<file path="src/rtl/mod_n_serial_checker_pkg.sv">
// Shared types and legal parameter bounds for the serial mod-N checker.
package mod_n_pkg;
  localparam int DIVISOR_MIN = 2;
  localparam int DIVISOR_MAX = 255;

  typedef enum logic {
    IDLE = 1'b0,
    ACC  = 1'b1
  } state_t;
endpackage

</file>
<file path="src/rtl/mod_n_serial_checker_addsub.sv">
// Combinational (a + b) mod DIVISOR for a, b < DIVISOR: one add, one conditional subtract.
module mod_n_addsub import mod_n_pkg::*; #(
  parameter int DIVISOR = 3,
  parameter int RW      = $clog2(DIVISOR)
) (
  input  logic [RW-1:0] a,
  input  logic [RW-1:0] b,
  output logic [RW-1:0] y
);
  logic [RW:0] sum;

  always_comb begin
    sum = {1'b0, a} + {1'b0, b};
    y   = (sum >= (RW+1)'(DIVISOR)) ? RW'(sum - (RW+1)'(DIVISOR)) : sum[RW-1:0];
  end
endmodule

</file>
<file path="config.mk">
export PLATFORM = sky130hd
export DESIGN_NAME = mod_n_addsub
export DESIGN_NICKNAME = d
export VERILOG_FILES = /design/src/rtl/mod_n_serial_checker_pkg.sv /design/src/rtl/mod_n_serial_checker_addsub.sv
export SDC_FILE = /design/constraint.sdc
export NUM_CORES = 1
export LEC_CHECK = 0
export BUFFER_PORTS_ARGS = -buffer_cell sky130_fd_sc_hd__buf_4
export CAP_MARGIN = 30
export CORE_AREA = 2 2 39 41
export DETAILED_ROUTE_END_ITERATION = 8
export DIE_AREA = 0 0 41 43
export SYNTH_ARGS = -nofsm -noshare
export SYNTH_HDL_FRONTEND = slang
export SYNTH_SLANG_ARGS = --single-unit
</file>
<file path="constraint.sdc">
create_clock -name vclk -period 4.55
set_input_delay 0.6825 -clock vclk [all_inputs]
set_output_delay 0.6825 -clock vclk [all_outputs]
set_load 0.02 [all_outputs]
</file>
## Word-level counts from Yosys, hierarchy flattened

Cells that the tools add are included.

- Mux-type cells: 1
- Add/sub/neg operators: 2
- Magnitude comparators: 1

Operators with widths:

| kind | count |
|---|---|
| 2-bit by 2-bit adder with 3-bit output | 1 |
| 3-bit by 2-bit >= comparator with 1-bit output (second input constant) | 1 |
| 2-bit 2-to-1 mux | 1 |
| 2-bit subtractor (second input constant) | 1 |

- Logic and storage cells: 4
- Register bits after elaboration: 0
- Output and inout bits: 2
- Bits of input ports: 4

## Depth between registers and ports, before layout

Gate-level depths: netlist (run 1).

- Word-level depth: 3
- Gate-level depth with buffers: 7
- Depth with buffers taken out: 7

## Least setup slack after synthesis (run 1)

OpenSTA, ideal clock, no wires.

- Path kind: input port to output port
- Start: input port a[0]
- End: output port y[0]
- Buffers on the path: 0
- Required time: 3.868 ns
- Data arrival time: 2.101 ns
- Slack: 1.766 ns
- Cell stages on the path: 7
- Cells stage by stage: ha_1 > inv_1 > fa_1 > inv_1 > ha_1 > nand3b_1 > a21oi_1

- Word-level cells in the longest chain between the ends: 3
- Elaborated cells between the ends (all ways): 4
- Classes of those cells: add/sub (2); order compare (1); mux (1)

Ends and longest elaborated chain:

| item | RTL line | source |
|---|---|---|
| from (decl) | mod_n_serial_checker_addsub.sv:6 | `input logic [RW-1:0] a,` |
| 2-bit by 2-bit adder with 3-bit output * | mod_n_serial_checker_addsub.sv:13 | `sum = {1'b0, a} + {1'b0, b};` |
| 3-bit by 2-bit >= comparator with 1-bit output or 2-bit subtractor (tied branches) | mod_n_serial_checker_addsub.sv:14 | `y = (sum >= (RW+1)'(DIVISOR)) ? RW'(sum - (RW+1)'(DIVISOR)) : sum[RW-1:0];` |
| 2-bit 2-to-1 mux * | mod_n_serial_checker_addsub.sv:14 |  |
| to (decl) | mod_n_serial_checker_addsub.sv:8 | `output logic [RW-1:0] y` |

Mark *: on every way between the ends. The rest lies on a longest branch, timed or not.

## Final worst setup path (run 1)

Ends and elaborated chain as after synthesis.

==> impl_metrics.json, run 1 <==
{
  "ys_warn_count": 0,
  "drc": 0,
  "totalNegativeSetupSlack_ps": 0,
  "end_kind": "output port",
  "die_area_um2": 1763,
  "report.final.slew_viol_count": 0,
  "area_delta_synth_final_pct": 70.27,
  "ir_drop_uv": 67.89,
  "grt_pass1_wl_um": 262,
  "dieHeight_um": 43,
  "min-delay-start": "b[0]",
  "via_per_inst": 2.727,
  "path_class": "primary input to output port",
  "ioPinCount": 6,
  "min_to": "y[0]",
  "row_count": 14,
  "dpl.hpwl_um": 164.8,
  "holdPathStages": 4,
  "gp_congestion": 0.4500,
  "routed_wirelength_um": 171,
  "netlist.area_leader.share_pct": 27.03,
  "antenna_found_initial": 0,
  "ant_nets": 0,
  "hp-class": "primary input to output port",
  "grt_overflow": 0,
  "grt_pass1_vias": 77,
  "start_util_pct": 6.691,
  "cellPowerDensity_nw_per_um2": 175.2,
  "crit_arrival_ps": 2170,
  "synth_area_leaders": "ha_1 (27%), fa_1 (22%), inv_1 (16%), nor3b_2 (14%), nand3b_1 (8.1%)",
  "syn_area_um2": 92.59,
  "core_area_um2": 1384,
  "clkbuf_count": 0,
  "crit_path_max_fanout": 2,
  "period_minus_slack_ps": 2853,
  "yosysUniqueCellTypes": 7,
  "stdcell_count": 33,
  "wl_per_cell_um": 5.182,
  "status": "complete, no violations",
  "setup.worst_path.start_class": "primary input",
  "regArea_um2": 0,
  "relSlewSlack_pct": 89.27,
  "rsz0062_at_grt": "false",
  "worstMarginPinSlew_ps": 160.2,
  "synth_top_cell_by_area": "ha_1",
  "fill_cells": 159,
  "drv_cap": 0,
  "seq_cell_count": 0,
  "firstDrtPassIters": 1,
  "grt_use_total_pct": 1.998,
  "cts_setup_buffers": 0,
  "dp.cells": 33,
  "nets": 26,
  "fmax_mhz": 350.5,
  "ys_seq_area_share_pct": 0,
  "syn_inst": 11,
  "hold_viol_final": 0,
  "syn_nets": 18,
  "port_buffers": 6,
  "p_leak_nw": 0.07940,
  "drive_gt1_share_pct": 41.18,
  "cts_resized": 0,
  "grt_max_degree": 4,
  "fp.dieW_um": 41,
  "diodes": 0,
  "period_share_pct": 62.70,
  "cts_hold_buffers": 0,
  "required_ps": 3870,
  "first_iter_violations": 0,
  "via_count": 90,
  "setup_viol": 0,
  "syn_area_per_cell_um2": 8.417,
  "final_util_pct": 11.39
}
-- power by group --
part	internal (W)	total, W	switching (W)
Combinational	0.0000138	0.0000276	0.0000138
Clock	0	0	0
Sequential	0	0	0
-- placed cells by master, fill, tap and decap left out --
cell      synthesis  final
buf_4             0      6
a21oi_1           1      1
o21a_1            1      1
nand3b_1          1      1
fa_1              1      1
nor3b_2           1      1
inv_1             4      4
ha_1              2      2
-- Yosys cell counts --
| master | instances |
|---|---|
| inv_1 | 4 |
| ha_1 | 2 |
| a21oi_1 | 1 |
| fa_1 | 1 |
| nand3b_1 | 1 |
| nor3b_2 | 1 |
| o21a_1 | 1 |
-- logic make-up (layout without fill, tap and decap cells) --
family / Yosys count / in the layout / share of synthesized area (%)
AOI/OAI and AO/OA: 2 / 2 / 13.51
adders and majority gates: 3 / 3 / 48.65
buffers and inverters: 4 / 10 / 16.21
and+or+nand+nor: 2 / 2 / 21.62
-- metal layers --
metal | track usage [%] | vias to the layer above | wire, um
li1 | - | 47 | -
met1 | 3.165 | 37 | 90
met2 | 3.125 | 6 | 47
met3 | 0 | 0 | 33
met4 | 0 | 0 | 0
met5 | 0 | - | 0
-- metrics by stage --
step,instance area [um^2],hold slack [ps],power (W),setup WS (ps)
after floorplan,92.59,1668,0.00001730,1766
after global placement,157.7,1849,0.00002772,1684
after detailed placement,157.7,1849,0.00002804,1697
after CTS,157.7,1853,0.00002833,1676
after global routing,157.7,1880,0.00003130,1595
final,157.7,1841,0.00002762,1697
-- area by class of cell --
cell class                 instances  area (um^2)  area share [%]
multi-input combinational          7        77.57           49.21
timing repair buffer               6        45.04           28.57
inverter                           4        15.01           9.524
tap                               16        20.02           12.70
-- critical path, cell delays in order --
cell and delay, ps:
buf_4 80, ha_1 130, inv_1 40, fa_1 500
inv_1 50, ha_1 190, nand3b_1 180, a21oi_1 160
buf_4 160
-- worst max path at each step --
stage / end / start / cells after the start / slack, ps
after floorplan: y[0] / a[0] / 7 / 1770
after global placement: y[0] / a[0] / 9 / 1680
after detailed placement: y[0] / a[0] / 9 / 1700
after CTS: y[0] / a[0] / 9 / 1680
after global routing: y[0] / b[0] / 9 / 1600
final: y[0] / a[0] / 9 / 1700
Note: power is estimated with default switching activity, not from simulation.
==> run 2, diff against run 1 <==
Clock period 4.55 ns to 2.6 ns, I/O delays scaled along.
==> impl_metrics.json, run 2 (same netlist as run 1, synthesis figures left out) <==
{
  "status": "complete, no violations",
  "report.final.slew_viol_count": 0,
  "path_class": "primary input to output port",
  "via_count": 86,
  "firstDrtPassIters": 1,
  "port_buffers": 6,
  "ir_drop_uv": 109.7,
  "rsz0062_at_grt": "false",
  "required_ps": 2210,
  "ioPinCount": 6,
  "drive_gt1_share_pct": 41.18,
  "die_area_um2": 1763,
  "fill_cells": 159,
  "grt_use_total_pct": 2.098,
  "routed_wirelength_um": 176,
  "wl_per_cell_um": 5.333,
  "period_share_pct": 86.90,
  "first_iter_violations": 0,
  "grt_overflow": 0,
  "setup_viol": 0,
  "totalNegativeSetupSlack_ps": 0,
  "min-delay-start": "b[0]",
  "multiInputGateArea_um2": 77.57,
  "regArea_um2": 0,
  "gp_congestion": 0.4546,
  "crit_arrival_ps": 1870,
  "cts_resized": 0,
  "hold_viol_final": 0,
  "clkbuf_count": 0,
  "cts_hold_buffers": 0,
  "fmax_mhz": 442.6,
  "antenna_found_initial": 0,
  "seq_cell_count": 0,
  "holdPathStages": 4,
  "grt_pass1_vias": 83,
  "end_kind": "output port",
  "p_leak_nw": 0.07940,
  "drv_cap": 0,
  "row_count": 14,
  "hp-class": "primary input to output port",
  "grt_max_degree": 4,
  "start_util_pct": 6.691,
  "area_delta_synth_final_pct": 70.27,
  "relSlewSlack_pct": 89.59,
  "cellPowerDensity_nw_per_um2": 308.7,
  "fp.dieW_um": 41,
  "diodes": 0,
  "dpl_cell_area_um2": 157.7,
  "final_common_cell": "buf_4",
  "final_area_um2": 157.7,
  "ant_nets": 0,
  "final_cell_mix": "buf_4 (6), inv_1 (4), ha_1 (2)",
  "dieHeight_um": 43,
  "crit_path_max_fanout": 2,
  "drc": 0,
  "setup.worst_path.start_class": "primary input",
  "period_minus_slack_ps": 2259,
  "core_area_um2": 1384,
  "grt_pass1_wl_um": 276,
  "worstMarginPinSlew_ps": 155.5,
  "min_to": "y[0]",
  "nets": 26,
  "via_per_inst": 2.606,
  "cts_setup_buffers": 0
}
==> run 2: cell counts in the layout (fill, tap and decap cells not counted) <==
Identical to the previous run, type by type.
==> run 2: how the worst max path moves through the flow <==
| stage | from | endpoint | slack, ps | cells after the start |
|---|---|---|---|---|
| 6_report | a[0] | y[0] | 340 | 9 |
| 5_1_grt | b[0] | y[1] | 270 | 9 |
| 4_1_cts | a[0] | y[0] | 330 | 9 |
| 3_5_place_dp | a[0] | y[0] | 350 | 9 |
| 3_3_place_gp | a[0] | y[0] | 350 | 9 |
| 2_1_floorplan | a[0] | y[0] | 400 | 7 |
==> run 2: metal layers <==
metal / wire length, um / GRT usage [%]
met5: 0 / 0
met4: 0 / 0
met3: 45 / 1.571
met2: 50 / 3.438
met1: 80 / 2.215
==> run 2: through the flow <==
stage | total power [W] | utilization, % | setup slack (ps) | std cells | hold WS (ps)
floorplan | 0.00003028 | - | 401.4 | 11 | 1083
global placement | 0.00004852 | 11.39 | 348.9 | 33 | 1252
detailed placement | 0.00004944 | 11.39 | 349.1 | 33 | 1252
CTS | 0.00004996 | 11.39 | 325.7 | 33 | 1256
global route | 0.00005502 | 11.39 | 270.9 | 33 | 1283
finish | 0.00004866 | 11.39 | 340.6 | 33 | 1248
==> run 2: area by class of cell <==
cell class	instances	area share (%)
Multi-Input combinational cell	7	49.21
Timing Repair Buffer	6	28.57
Tap cell	16	12.70
Inverter	4	9.524
==> run 2: critical path, stage by stage <==
cell      delay (ps)
buf_4             80
ha_1             130
inv_1             40
fa_1             500
inv_1             50
ha_1             190
nand3b_1         180
a21oi_1          150
buf_4            160
==> run 2: power by group <==
group,switching (W),total [W],leakage [nW],internal [W]
Clock,0,0,0,0
Combinational,0.0000243,0.0000487,0.0794,0.0000244
Sequential,0,0,0,0
